==> src/rtl/propagate_arbiter.sv <==
// Round-robin front end that shares one carry-propagate / SM2 mod-p reduction
// unit among several requesters, with one operation in flight at a time.

module adder_propagate #(
    parameter int NUM_ELEMENTS = 17,
    parameter int BIT_LEN      = 17,
    parameter int WORD_LEN     = 16,
    parameter int DATA_LEN     = 256
) (
    input  logic [BIT_LEN-1:0]  A [NUM_ELEMENTS],
    output logic [DATA_LEN-1:0] Propagated_A
);

    localparam int SUM_W = DATA_LEN + 2;
    localparam logic [DATA_LEN-1:0] P_MOD =
        256'hFFFFFFFE_FFFFFFFF_FFFFFFFF_FFFFFFFF_FFFFFFFF_00000000_FFFFFFFF_FFFFFFFF;

    logic [SUM_W-1:0]    sum_s;
    logic [1:0]          k_s;
    logic [DATA_LEN-1:0] kp_s;

    // Weighted limb sum; limb bits beyond the window fall off the top.
    always_comb begin
        sum_s = '0;
        for (int i = 0; i < NUM_ELEMENTS; i++) begin
            sum_s = sum_s + (SUM_W'(A[i]) << (WORD_LEN * i));
        end
    end

    // k*p only matters modulo 2^DATA_LEN since the result is DATA_LEN bits wide.
    always_comb begin
        k_s = sum_s[SUM_W-1:DATA_LEN];
        case (k_s)
            2'd0:    kp_s = '0;
            2'd1:    kp_s = P_MOD;
            2'd2:    kp_s = P_MOD << 1;
            2'd3:    kp_s = P_MOD + (P_MOD << 1);
            default: kp_s = '0;
        endcase
    end

    // Final subtraction of the folded overflow multiple of p.
    always_comb begin
        Propagated_A = sum_s[DATA_LEN-1:0] - kp_s;
    end

endmodule

module propagate_arbiter #(
    parameter int NUM_REQ      = 4,
    parameter int NUM_ELEMENTS = 17,
    parameter int BIT_LEN      = 17,
    parameter int WORD_LEN     = 16,
    parameter int DATA_LEN     = 256,
    parameter int ID_W         = $clog2(NUM_REQ)
) (
    input  logic                clk,
    input  logic                rst_n,
    input  logic [NUM_REQ-1:0]  req_valid,
    output logic [NUM_REQ-1:0]  req_ready,
    input  logic [BIT_LEN-1:0]  req_A [NUM_REQ][NUM_ELEMENTS],
    output logic                res_valid,
    input  logic                res_ready,
    output logic [DATA_LEN-1:0] res_data,
    output logic [ID_W-1:0]     res_id,
    output logic                busy
);

    typedef enum logic [1:0] {
        ST_IDLE = 2'd0,
        ST_CALC = 2'd1,
        ST_HOLD = 2'd2
    } state_t;

    state_t              state_r;
    logic [ID_W-1:0]     rr_ptr_r;
    logic [ID_W-1:0]     id_reg_r;
    logic [BIT_LEN-1:0]  op_reg_r [NUM_ELEMENTS];
    logic [ID_W-1:0]     winner_s;
    logic [ID_W-1:0]     next_ptr_s;
    logic [ID_W-1:0]     idx_s;
    logic                grant_s;
    logic [DATA_LEN-1:0] prop_s;

    adder_propagate #(
        .NUM_ELEMENTS (NUM_ELEMENTS),
        .BIT_LEN      (BIT_LEN),
        .WORD_LEN     (WORD_LEN),
        .DATA_LEN     (DATA_LEN)
    ) u_adder_propagate (
        .A            (op_reg_r),
        .Propagated_A (prop_s)
    );

    // Round-robin scan: walking offsets from far to near lets the nearest valid win.
    always_comb begin
        winner_s = rr_ptr_r;
        idx_s    = rr_ptr_r;
        for (int off = NUM_REQ - 1; off >= 0; off--) begin
            idx_s = ID_W'((int'(rr_ptr_r) + off) % NUM_REQ);
            if (req_valid[idx_s]) begin
                winner_s = idx_s;
            end else begin
                winner_s = winner_s;
            end
        end
    end

    // Grant is possible when idle, or when the held result is being consumed.
    always_comb begin
        grant_s = rst_n && (|req_valid) &&
                  ((state_r == ST_IDLE) || ((state_r == ST_HOLD) && res_ready));
        if (winner_s == ID_W'(NUM_REQ - 1)) begin
            next_ptr_s = '0;
        end else begin
            next_ptr_s = winner_s + ID_W'(1);
        end
    end

    // One-hot grant decode.
    always_comb begin
        req_ready = '0;
        for (int j = 0; j < NUM_REQ; j++) begin
            req_ready[j] = grant_s && (winner_s == ID_W'(j));
        end
    end

    // Control FSM with operand capture and result registers.
    always_ff @(posedge clk) begin
        if (!rst_n) begin
            state_r   <= ST_IDLE;
            rr_ptr_r  <= '0;
            id_reg_r  <= '0;
            res_valid <= 1'b0;
            res_data  <= '0;
            res_id    <= '0;
            for (int e = 0; e < NUM_ELEMENTS; e++) begin
                op_reg_r[e] <= '0;
            end
        end else begin
            if (grant_s) begin
                id_reg_r <= winner_s;
                rr_ptr_r <= next_ptr_s;
                for (int e = 0; e < NUM_ELEMENTS; e++) begin
                    op_reg_r[e] <= req_A[winner_s][e];
                end
            end
            case (state_r)
                ST_IDLE: begin
                    state_r <= grant_s ? ST_CALC : ST_IDLE;
                end
                ST_CALC: begin
                    res_data  <= prop_s;
                    res_id    <= id_reg_r;
                    res_valid <= 1'b1;
                    state_r   <= ST_HOLD;
                end
                ST_HOLD: begin
                    if (res_ready) begin
                        res_valid <= 1'b0;
                        state_r   <= grant_s ? ST_CALC : ST_IDLE;
                    end else begin
                        state_r   <= ST_HOLD;
                    end
                end
                default: begin
                    res_valid <= 1'b0;
                    state_r   <= ST_IDLE;
                end
            endcase
        end
    end

    assign busy = (state_r != ST_IDLE);

endmodule

==> config.mk <==
export PLATFORM = sky130hd
export DESIGN_NAME = propagate_arbiter
export DESIGN_NICKNAME = d
export VERILOG_FILES = /design/src/rtl/propagate_arbiter.sv
export SDC_FILE = /design/constraint.sdc
export NUM_CORES = 2
export LEC_CHECK = 0
export BUFFER_PORTS_ARGS = -buffer_cell sky130_fd_sc_hd__buf_2
export CAP_MARGIN = 25
export CORE_AREA = 2 2 551 553
export DETAILED_ROUTE_END_ITERATION = 10
export DIE_AREA = 0 0 553 555
export GPL_TIMING_DRIVEN = 0
export SLEW_MARGIN = 20
export SYNTH_ARGS = -nofsm -noshare
export SYNTH_HDL_FRONTEND = slang
export SYNTH_SLANG_ARGS = --single-unit
==> constraint.sdc <==
create_clock -name clk -period 19.9 [get_ports clk]
set_input_delay 0.995 -clock clk [delete_from_list [all_inputs] [get_ports clk]]
set_output_delay 0.995 -clock clk [all_outputs]
set_load 0.05 [all_outputs]
Word level (Yosys, flattened, before mapping)

Index checks and enable logic that the tools add are counted.
Widths: inputs -> output; s select.

Magnitude comparators: 5
Muxes and demuxes: 22
Shift-type cells: 0
Multiply operators: 0
Divide/modulo/power cells: 0
Equal/unequal tests: 9
Bitwise logic cells: 2
Add/sub/neg operators: 21
Reduce and logical (&&, ||, !) cells: 14

Operator list:

| kind               | count |
|---|---|
| $pmux 256 s4       | 1 |
| $bmux 289 s2       | 1 |
| $mux 289           | 2 |
| $add 258x113->258  | 1 |
| $add 258x129->258  | 1 |
| $add 258x145->258  | 1 |
| $add 258x161->258  | 1 |
| $add 258x177->258  | 1 |
| $add 258x193->258  | 1 |
| $add 258x209->258  | 1 |
| $add 258x225->258  | 1 |
| $add 258x241->258  | 1 |
| $add 258x257->258  | 1 |
| $add 258x258->258  | 1 |
| $add 258x49->258   | 1 |
| $add 258x65->258   | 1 |
| $add 258x81->258   | 1 |
| $add 258x97->258   | 1 |
| $sub 256x256->256  | 1 |
| $add 17x33->34     | 1 |
| $lt 2x3->1 const B | 4 |
| $mux 2             | 6 |
| $eq 2x2->1 const B | 5 |
| $bmux 1 s2         | 4 |
| 16 further kinds   | 33 |

Memories kept: 0
Bits of input ports: 1163
Bits in latches: 0
Register bits: 539
Word-level logic and storage cells: 96
Bits in read-only memories: 0
Memory bits (writable): 0

Logic depth before layout (Yosys ltp)

Depth after elaboration: 19
Mapped depth: 46
Gate-level depth less buffers: 45

Hierarchy

From an unflattened synthesis, not the netlist that was laid out.

Cells, all modules: 6254
Area total of the unflattened synthesis: 48763.0 um2

By module, submodules not included:

| module            | cells an instance | area an instance (um2) | times used | sequential area each (um2) |
|---|---|---|---|---|
| propagate_arbiter | 2774              | 26621.8                | 1          | 11090.6 |
| adder_propagate   | 3480              | 22141.2                | 1          | 0.0 |

Worst setup path after synthesis

OpenSTA, ideal clock, no wires.

Path type: flip-flop to flip-flop
Start point: reg op_reg_r[255] (netlist name)
End point: reg res_data[246]
Setup slack: 4.576 ns
Data arrival time: 15.197 ns
Path buffers: 2
Setup time: 0.127 ns
Cell stages (with the launch flop): 47
Cell sequence: dfxtp_1 > ha_1 > ha_1 > nand2_1 > nor2_1 > nand3_1 > nor2_1 > xor2_1 > ha_1 > inv_1 > fa_1 > nand4b_1 > nor4_4 > o2111ai_1 > a211oi_1 > a31o_2 > a31o_2 > nand2_1 > [... 11 more ...] > clkbuf_1 > nand4_1 > nor4_1 > nand3_1 > or4_1 > or2_1 > o311ai_1 > or3_1 > buf_2 > nor4_4 > o31ai_4 > a211oi_2 > o41ai_2 > a21oi_2 > a21oi_2 > a31oi_4 > and4_1 > or3_1

Longest elaborated chain between the ends: 19
Elaborated cells on any way between the ends: 22
Those cells by class: add/sub (17); eq/ne (3); mux (1); reduce/logical (1)

RTL lines:

| item                                     | RTL line | text |
|---|---|---|
| start: declaration                       | 78       | `logic [BIT_LEN-1:0] op_reg_r [NUM_ELEMENTS];` |
| start signal: indexed assignment         | 145      | `op_reg_r[e] <= req_A[winner_s][e];` |
| $add 17x33->34 (*)                       | 26       | `sum_s = sum_s + (SUM_W'(A[i]) << (WORD_LEN * i));` |
| $add 258x49->258 (*)                     | 26       |  |
| $add 258x65->258 (*)                     | 26       |  |
| $add 258x81->258 (*)                     | 26       |  |
| $add 258x97->258 (*)                     | 26       |  |
| $add 258x113->258 (*)                    | 26       |  |
| $add 258x129->258 (*)                    | 26       |  |
| $add 258x145->258 (*)                    | 26       |  |
| [... 3 more ...]                         | -        |  |
| $add 258x209->258 (*)                    | 26       |  |
| $add 258x225->258 (*)                    | 26       |  |
| $add 258x241->258 (*)                    | 26       |  |
| $add 258x257->258 (*)                    | 26       |  |
| $add 258x258->258 (*)                    | 26       |  |
| $eq 2x2->1, or another cell as far along | 33       | `case (k_s)` |
| $pmux 256 s4                             | 33       |  |
| $sub 256x256->256 (*)                    | 44       | `Propagated_A = sum_s[DATA_LEN-1:0] - kp_s;` |
| end signal: assignment                   | 153      | `res_data <= prop_s;` |
| end: declaration                         | 64       | `output logic [DATA_LEN-1:0] res_data,` |

Every way passes the cells marked *; elsewhere a longest branch is shown, timed or not. The select of a mux whose other input is x is not followed.
A chain may end at the register's enable or synchronous reset.

Worst setup path after layout

Start point: reg op_reg_r[288] (netlist name)
End point: reg res_data[248]

Same word-level chain as after synthesis.

==> impl_metrics.env <==
export IMPL_status="complete, no violations"
export IMPL_fin_crit_ns=18.34
export IMPL_hold_buffers=0
export IMPL_ctsRootBufferMaster="clkbuf_16"
export IMPL_cts_resized=0
export IMPL_worst_path_buf_inv=7
export IMPL_min_from="res_data[212]$_SDFFE_PN0P_"
export IMPL_vdd_drop_max_mv=0.0714
export IMPL_slowest_delay_ns=0.87
export IMPL_hpwl_mm=353
export IMPL_yosysWarnings=0
export IMPL_crit_top_cell="ha_1"
export IMPL_syn2layout_area_growth_pct=33.5
export IMPL_fin_tns_setup_ns=0
export IMPL_syn_inst=5987
export IMPL_ff2ff_path_depth=50
export IMPL_grt_pass1_wl_mm=501
export IMPL_grt_start_max_net_pins=55
export IMPL_pre_cts_slack_ns=1.57
export IMPL_vias=55200
export IMPL_clock_sink_count=539
export IMPL_cp_max_fo=48
export IMPL_r2r_slack_ns=1.56
export IMPL_dpl_cell_area_mm2=0.0593
export IMPL_drv_slew=0
export IMPL_ys_seq_elements=539
export IMPL_antenna_found_initial=385
export IMPL_fin_util_pct=20.7
export IMPL_ant_nets=0
export IMPL_end_kind="flop"
export IMPL_fp_coreArea_mm2=0.301
export IMPL_path_class="reg -> reg"
export IMPL_drive_gt1_share_pct=25.9
export IMPL_postCtsSetupRepairBufs=0
export IMPL_yosysSeqAreaShare_pct=23.1
export IMPL_post_synth_top_area_fraction_pct=23.1
export IMPL_insertion_delay_ns=0.68
export IMPL_p_per_area_mw_per_mm2=153
export IMPL_fin_skew_ns=0.0401
export IMPL_cts_buffers=72
export IMPL_synth_top_cells_by_area="dfxtp_1, mux4_2, nand2_1"
export IMPL_rsz0062_at_grt="false"
export IMPL_clk_path_buf_depth=3
export IMPL_portBuffers=1366
export IMPL_start_kind="flop"
export IMPL_min_path_type="reg -> reg"
export IMPL_max_freq_mhz=54.5
export IMPL_wl_per_cell_um=33.8
export IMPL_fp_row_count=202
export IMPL_maxCapViolCount=0
export IMPL_rr_endpoint="res_data[248]$_SDFFE_PN0P_"
export IMPL_regArea_mm2=0.0108
export IMPL_ys_types=105
export IMPL_gp_congestion=0.988
export IMPL_cp_slowest_cell="o21ai_0"
export IMPL_grt_pass1_vias=51600
export IMPL_dieWidth_um=553
export IMPL_min_to="res_data[212]$_SDFFE_PN0P_"
export IMPL_synth_async_reset_ratio_pct=0
export IMPL_syn_nets=7403
export IMPL_cpLargestDelayFamily="compound AO/OA/AOI/OAI gates"
export IMPL_synth_edff_count=0
export IMPL_hold_violations=0
export IMPL_num_fill_cells=34200
export IMPL_grt_overflow_total=0
export IMPL_synth_ff_type="dfxtp_1"
export IMPL_route_detailed_drc=0
export IMPL_slew_headroom_pct=27.4
export IMPL_start_util_pct=15.5
export IMPL_arrival_ns=18.87
export IMPL_viasPerCell=4.72
export IMPL_fin_ws_ns=1.56
export IMPL_cts_max_level=3
export IMPL_hold_depth=2
export IMPL_drtPass1Iterations=8
export IMPL_finalSetupViolations=0
export IMPL_cts_tree="yes"
export IMPL_drtIter0Drc=4763
export IMPL_multi_input_area_mm2=0.0340
export IMPL_p_leak_nw=26.5
export IMPL_finalWirelength_mm=395
export IMPL_syn_area_mm2=0.0468
export IMPL_postSynthAreaPerCell_um2=7.81
export IMPL_dieArea_mm2=0.307
export IMPL_grtUsageTotal_pct=24.7
export IMPL_period_share_pct=92.2
export IMPL_clk_pin_slew_ns=0.06
export IMPL_fin_area_mm2=0.0624
export IMPL_yosys_area_top_type="dfxtp_1"
export IMPL_worst_slew_pin_slew_ns=1.09
export IMPL_reg2reg_from="op_reg_r[288]$_SDFFE_PN0P_"
export IMPL_die_h_um=555
export IMPL_required_ns=20.43
export IMPL_pin_count=1427
export IMPL_nNetsFinal=8883
==> kinds of logic (layout without fill, tap and decap cells) <==
logic type	count (synthesis)	count (layout)	share of synthesized area, %
simple gates	2562	2562	25.9
compound gates	1370	1370	18.0
flops	539	539	23.1
buf+inv	523	2061	4.30
xor+xnor	463	463	8.67
mux	277	277	13.3
fa+ha+maj	253	253	6.80
other cells	0	192	0
==> cells in the final DEF (no fill, tap or decap), types with 140 or more instances in the layout <==
| cell | Yosys | layout |
|---|---|---|
| a21oi_1 | 415 | 414 |
| and2_1 | 156 | 156 |
| buf_2 | 17 | 1399 |
| clkbuf_1 | 322 | 293 |
| dfxtp_1 | 539 | 539 |
| diode_2 | 0 | 192 |
| ha_1 | 251 | 250 |
| inv_1 | 140 | 140 |
| mux4_2 | 274 | 274 |
| nand2_1 | 1170 | 1170 |
| nand3_1 | 403 | 403 |
| nand4_1 | 195 | 195 |
| nor2_1 | 274 | 274 |
| o21ai_0 | 416 | 416 |
| xnor2_1 | 309 | 309 |
| xor2_1 | 154 | 154 |
==> power breakdown <==
part	total [mW]	switching (mW)	internal, mW
Sequential	1.64	0.279	1.36
Combinational	6.46	4.44	2.02
Clock	1.44	0.601	0.835
==> routing by layer <==
layer / vias up / global-route usage, % / wire (um)
li1: 24900 / - / -
met1: 26400 / 29.1 / 158000
met2: 2965 / 38.2 / 169000
met3: 762 / 11.7 / 47300
met4: 172 / 9.90 / 19200
met5: - / 0 / 1130
==> stage by stage <==
stage	power (mW)	hold slack, ns	std cells
after floorplan	5.60	0.434	5987
after global placement	8.02	0.433	11300
after detailed placement	8.04	0.437	11400
after CTS	9.52	0.451	11500
after global routing	10.1	0.471	11600
final	9.54	0.448	11700
==> cell usage after synthesis (all sizes together), types with 33 or more instances <==
cell,number
inv,140
clkbuf,322
o21a,36
and2,159
a31oi,38
a21oi,420
mux4,274
buf,58
nor4,34
and3,57
o21bai,84
nor2,275
o21ai,429
nand2,1170
xor2,154
nor3,82
nand4,198
and4,33
nand2b,40
dfxtp,539
a21o,105
ha,251
a21boi,60
nand3,403
xnor2,309
==> worst reg2reg max path: cells and delay by family (launching register included) <==
kind,cells,cell delay [ns]
AOI/OAI and AO/OA,21,8.15
xor gates and xnor gates,3,1.14
adders and majority gates,6,2.26
buffers and inverters,7,1.55
DFF,1,0.71
and+or+nand+nor,13,4.42
==> state kept, by name, indices dropped and copies added, names as in the netlist <==
signal,count
res_valid,1
state_r,2
res_data,256
rr_ptr_r,2
id_reg_r,2
op_reg_r,274
res_id,2
==> how the worst max path moves through the flow <==
stage | startpoint | to | slack (ns) | cells after the start
detailed placement | op_reg_r[288]$_SDFFE_PN0P_ | res_data[252]$_SDFFE_PN0P_ | 1.57 | 49
global placement | op_reg_r[288]$_SDFFE_PN0P_ | res_data[255]$_SDFFE_PN0P_ | -7.60 | 44
global route | op_reg_r[288]$_SDFFE_PN0P_ | res_data[248]$_SDFFE_PN0P_ | 1.30 | 50
CTS | op_reg_r[288]$_SDFFE_PN0P_ | res_data[252]$_SDFFE_PN0P_ | 1.48 | 49
floorplan | op_reg_r[255]$_SDFFE_PN0P_ | res_data[246]$_SDFFE_PN0P_ | 4.58 | 46
finish | op_reg_r[288]$_SDFFE_PN0P_ | res_data[248]$_SDFFE_PN0P_ | 1.56 | 50
==> area by class of cell <==
cell class | instances | area share, %
Antenna cell | 192 | 0.770
Buffer | 382 | 2.47
Clock buffer | 90 | 3.24
Clock inverter | 42 | 0.800
Inverter | 141 | 0.848
Multi-Input combinational cell | 4925 | 54.5
Sequential cell | 539 | 17.3
Tap cell | 3978 | 7.98
Timing Repair Buffer | 1406 | 12.1
Power figures use the tool's default switching activity.
